--- config.mk ---
export PLATFORM = sky130hd
export DESIGN_NAME = seq3_scan
export DESIGN_NICKNAME = d
export VERILOG_FILES = /design/src/rtl/seq3_scan.sv
export SDC_FILE = /design/constraint.sdc
export NUM_CORES = 1
export LEC_CHECK = 0
export CORE_MARGIN = 10
export CORE_UTILIZATION = 45
export CTS_BUF_LIST = sky130_fd_sc_hd__clkbuf_4 sky130_fd_sc_hd__clkbuf_8
export DETAILED_ROUTE_END_ITERATION = 16
export PLACE_DENSITY = 0.69
export SLEW_MARGIN = 20
export SYNTH_ARGS = -nofsm -noshare
export SYNTH_HDL_FRONTEND = slang
export SYNTH_SLANG_ARGS = --single-unit
--- constraint.sdc ---
create_clock -name clk -period 2.71 [get_ports clk]
set_input_delay 0.4065 -clock clk [delete_from_list [all_inputs] [get_ports clk]]
set_output_delay 0.4065 -clock clk [all_outputs]
set_load 0.01 [all_outputs]
--- src/rtl/seq3_scan.sv ---
// Scans a latched W-bit word, one overlapping 3-bit window per clock, counting runs of three equal bits.
// Optional first-match position output is enabled by defining SEQ3_FIRSTPOS_EN.
module seq3_scan #(
    parameter int unsigned W = 16
) (
    input  logic         clk,
    input  logic         rst,
    input  logic         in_valid,
    output logic         in_ready,
    input  logic [W-1:0] in_data,
    output logic         out_valid,
    input  logic         out_ready,
    output logic [3:0]   out_count,
    output logic         out_found
`ifdef SEQ3_FIRSTPOS_EN
    ,
    output logic [3:0]   out_first
`endif
);

    localparam int unsigned CW = 4;
    localparam logic [CW-1:0] LAST_IDX  = CW'(W - 3);
    localparam logic [CW-1:0] MAX_COUNT = CW'(W - 2);

    localparam logic [1:0] IDLE = 2'd0;
    localparam logic [1:0] SCAN = 2'd1;
    localparam logic [1:0] DONE = 2'd2;

    logic [1:0]    state_q, state_d;
    logic [W-1:0]  word_q, word_d;
    logic [CW-1:0] idx_q, idx_d;
    logic [CW-1:0] count_q, count_d;
    logic          found_q, found_d;
    logic          in_ready_q, in_ready_d;
    logic          out_valid_q, out_valid_d;
`ifdef SEQ3_FIRSTPOS_EN
    logic [CW-1:0] first_q, first_d;
`endif

    logic [W-1:0]  shifted;
    logic [2:0]    win;
    logic          match;

    // Window under evaluation: bits idx, idx+1, idx+2 of the latched word.
    always_comb begin
        shifted = word_q >> idx_q;
        win     = shifted[2:0];
        match   = (&win) | ~(|win);
    end

    always_comb begin
        state_d = state_q;
        word_d  = word_q;
        idx_d   = idx_q;
        count_d = count_q;
        found_d = found_q;
`ifdef SEQ3_FIRSTPOS_EN
        first_d = first_q;
`endif
        case (state_q)
            IDLE: begin
                if (in_valid) begin
                    word_d  = in_data;
                    idx_d   = '0;
                    count_d = '0;
                    found_d = 1'b0;
`ifdef SEQ3_FIRSTPOS_EN
                    first_d = '0;
`endif
                    state_d = SCAN;
                end
            end
            SCAN: begin
                if (match) begin
                    if (count_q != MAX_COUNT) begin
                        count_d = count_q + 4'd1;
                    end
                    found_d = 1'b1;
`ifdef SEQ3_FIRSTPOS_EN
                    if (!found_q) begin
                        first_d = idx_q;
                    end
`endif
                end
                idx_d = idx_q + 4'd1;
                if (idx_q == LAST_IDX) begin
                    state_d = DONE;
                end
            end
            DONE: begin
                if (out_ready) begin
                    state_d = IDLE;
                end
            end
            default: state_d = IDLE;
        endcase
        in_ready_d  = (state_d == IDLE);
        out_valid_d = (state_d == DONE);
    end

    always_ff @(posedge clk) begin
        if (rst) begin
            state_q     <= IDLE;
            word_q      <= '0;
            idx_q       <= '0;
            count_q     <= '0;
            found_q     <= 1'b0;
            in_ready_q  <= 1'b1;
            out_valid_q <= 1'b0;
`ifdef SEQ3_FIRSTPOS_EN
            first_q     <= '0;
`endif
        end else begin
            state_q     <= state_d;
            word_q      <= word_d;
            idx_q       <= idx_d;
            count_q     <= count_d;
            found_q     <= found_d;
            in_ready_q  <= in_ready_d;
            out_valid_q <= out_valid_d;
`ifdef SEQ3_FIRSTPOS_EN
            first_q     <= first_d;
`endif
        end
    end

    assign in_ready  = in_ready_q;
    assign out_valid = out_valid_q;
    assign out_count = count_q;
    assign out_found = found_q;
`ifdef SEQ3_FIRSTPOS_EN
    assign out_first = first_q;
`endif

endmodule

==> impl_metrics.toml <==
[layout]
final_cell_mix = "42 x nand2_1, 29 x dfxtp_1, 26 x clkdlybuf4s50_1"
layoutNonFillerInstCount = 264
drive_above_1_share_pct = 11.47
syn_to_final_growth_pct = 22.46
fillerInstances = 316
final_common_cell = "nand2_1"
fin_nets = 242
antenna_cells = 0

[global_route]
grt_max_degree = 21
antenna_found_initial = 0
grt_pass1_wl_um = 6948
grt_overflow = 0
grt_pass1_vias = 1510
track_usage_pct = 13.42

[clock_tree]
root_buffer = "clkbuf_8"
holdBufCountCts = 0
clk_pin_slew_ps = 60
cts.path.max_buffers = 2
cts_tree = "yes"
ctsResizeCount = 0
cts_setup_buffers = 0
cts-htree-levels = 2
cts_buffers = 5
clock_latency_ps = 280
cts.sinks = 29

[floorplanning]
die_y_um = 80.54
row_count = 21
dieWidth_um = 80.54
coreArea_mm2 = 0.003442
io_pins = 27
die_area_mm2 = 0.006486
start_util_pct = 47.91

[logic_synthesis]
postSynthCellCount = 194
synth_flop_cell = "dfxtp_1"
ys_warn_count = 0
synth_seq_area_share_pct = 35.20
syn_nets = 218
synth_cell_types = 36
async_reset_ff_share_pct = 0
synth_seq_cells = 29
synth_edf_count = 0
syn_avg_cell_area_um2 = 8.500
synth_area_mm2 = 0.001649

[power_and_ir_drop]
vdd_ir_drop_max_mv = 0.3032
p_per_area_mw_per_mm2 = 494.6
p_leak_nw = 0.7254

[worst_setup_path]
worstSetupPathType = "flop to flop"
arrival_ps = 2630
cp-endpoint = "out_count[0]"
crit_fanout = 16
reg2reg_depth = 6
regToRegStartpoint = "idx_q[1]"
reg2reg_to = "out_count[0]"
rrSetupSlack_ps = 250
startpoint_type = "flop"
crit_path_end_kind = "flop"
cp.required_ps = 2880
crit_start = "idx_q[1]"

[drt]
drt_iter0_drc = 90
wl_per_cell_um = 15.66
drc = 0
routed_via_density = 5.784
ant_nets = 0
dr.pass1.iters = 4
drt-total-wl_um = 4135
via_count = 1527

[sta]
rsz0062_at_grt = "false"
slew_headroom_pct = 56.26
setup_viol = 0
fin_tns_setup_ps = 0
max_freq_mhz = 407.0
skew_ps = 8.358
fin_crit_sh_pct = 90.66
hold_viol = 0
drv_slew = 0
fin_crit_ps = 2457
worstMarginPinSlew_ps = 655.3

[placement]
dp_hpwl_um = 3124
io_buffers = 26
gp_congestion = 0.8119
dp.cells = 257

[status]
status = "complete, no violations"

[min_path]
min_path_type = "flop to flop"

[job]
max_cap_violations = 0
-- per-layer routing --
| metal | vias up | global-route usage [%] | wire length [um] |
|---|---|---|---|
| met5 | - | 0 | 0 |
| met4 | 0 | 5.634 | 78 |
| met3 | 8 | 4.677 | 233 |
| met2 | 53 | 23.17 | 2069 |
| met1 | 728 | 14.49 | 1754 |
| li1 | 738 | - | - |
-- Yosys cell counts, types with 3 or more instances --
library cell,instances,area [um2]
nor2b_1,5,31.28
o21ai_0,4,20.02
nand3_1,8,40.04
dfxtp_1,29,580.6
clkbuf_1,8,30.03
nand2_1,42,157.7
mux2i_1,3,30.03
inv_1,4,15.01
mux4_2,9,202.7
a22oi_1,3,22.52
ha_1,4,50.05
a21oi_1,24,120.1
buf_2,3,15.01
nor2_1,14,52.55
nand4_1,6,37.54
-- through the flow --
| step | total power [mW] | utilization [%] | hold slack [ps] | setup WS, ps | instance area, um2 |
|---|---|---|---|---|---|
| 2_1_floorplan | 0.5754 | - | 433.4 | 574.5 | 1649 |
| 3_3_place_gp | 0.6285 | 56.05 | 458.3 | 380.1 | 1929 |
| 3_5_place_dp | 0.6379 | 56.05 | 474.2 | 257.5 | 1929 |
| 4_1_cts | 1.004 | 58.67 | 481.0 | 252.4 | 2019 |
| 5_1_grt | 1.037 | 58.67 | 521.4 | 48.35 | 2019 |
| 6_report | 0.9988 | 58.67 | 477.7 | 253.1 | 2019 |
-- kinds of logic (layout without fill, tap and decap cells) --
family,count (synthesis),in the layout,synth area share (%)
AND/OR/NAND/NOR,85,85,24.43
flip-flops,29,29,35.21
buffers and inverters,18,42,5.462
adder cells (fa/ha/maj),4,4,3.035
multiplexers,14,14,15.48
AO/OA/AOI/OAI,44,44,16.39
-- flip-flops by register name (all words and copies together), names as in the netlist --
name / flops
in_ready: 1
state_q: 2
out_count: 4
out_found: 1
word_q: 16
out_valid: 1
idx_q: 4
-- layout make-up --
type / instances / area [um2] / share of cell area, %
tap: 46 / 57.56 / 2.850
sequential: 29 / 580.6 / 28.75
multi-input combinational: 147 / 978.4 / 48.45
timing repair buffer: 31 / 297.8 / 14.75
clock buffer: 7 / 90.09 / 4.461
inverter: 4 / 15.01 / 0.7435
-- how the worst min path moves through the flow --
stage	startpoint	endpoint	slack, ps	depth (start not counted)
floorplan	word_q[0]	word_q[0]	430	2
global placement	word_q[0]	word_q[0]	460	2
detailed placement	word_q[1]	word_q[1]	470	2
CTS	word_q[1]	word_q[1]	480	2
global route	word_q[1]	word_q[1]	520	2
finish	word_q[1]	word_q[1]	480	2
-- critical path, stage by stage (launching register included) --
cell,delay (ps)
dfxtp_1,740
mux4_2,590
nand2_1,110
nand4_1,220
nor4_4,370
nor4_1,100
o21ba_1,210
-- power breakdown --
group          leakage (nW)  internal, mW  total, mW  switching, mW
registers             0.237         0.447      0.473         0.0260
clock network        0.0477         0.211      0.370          0.159
logic                 0.440        0.0822      0.156         0.0738
No activity file was read; power rests on OpenSTA's default activity.
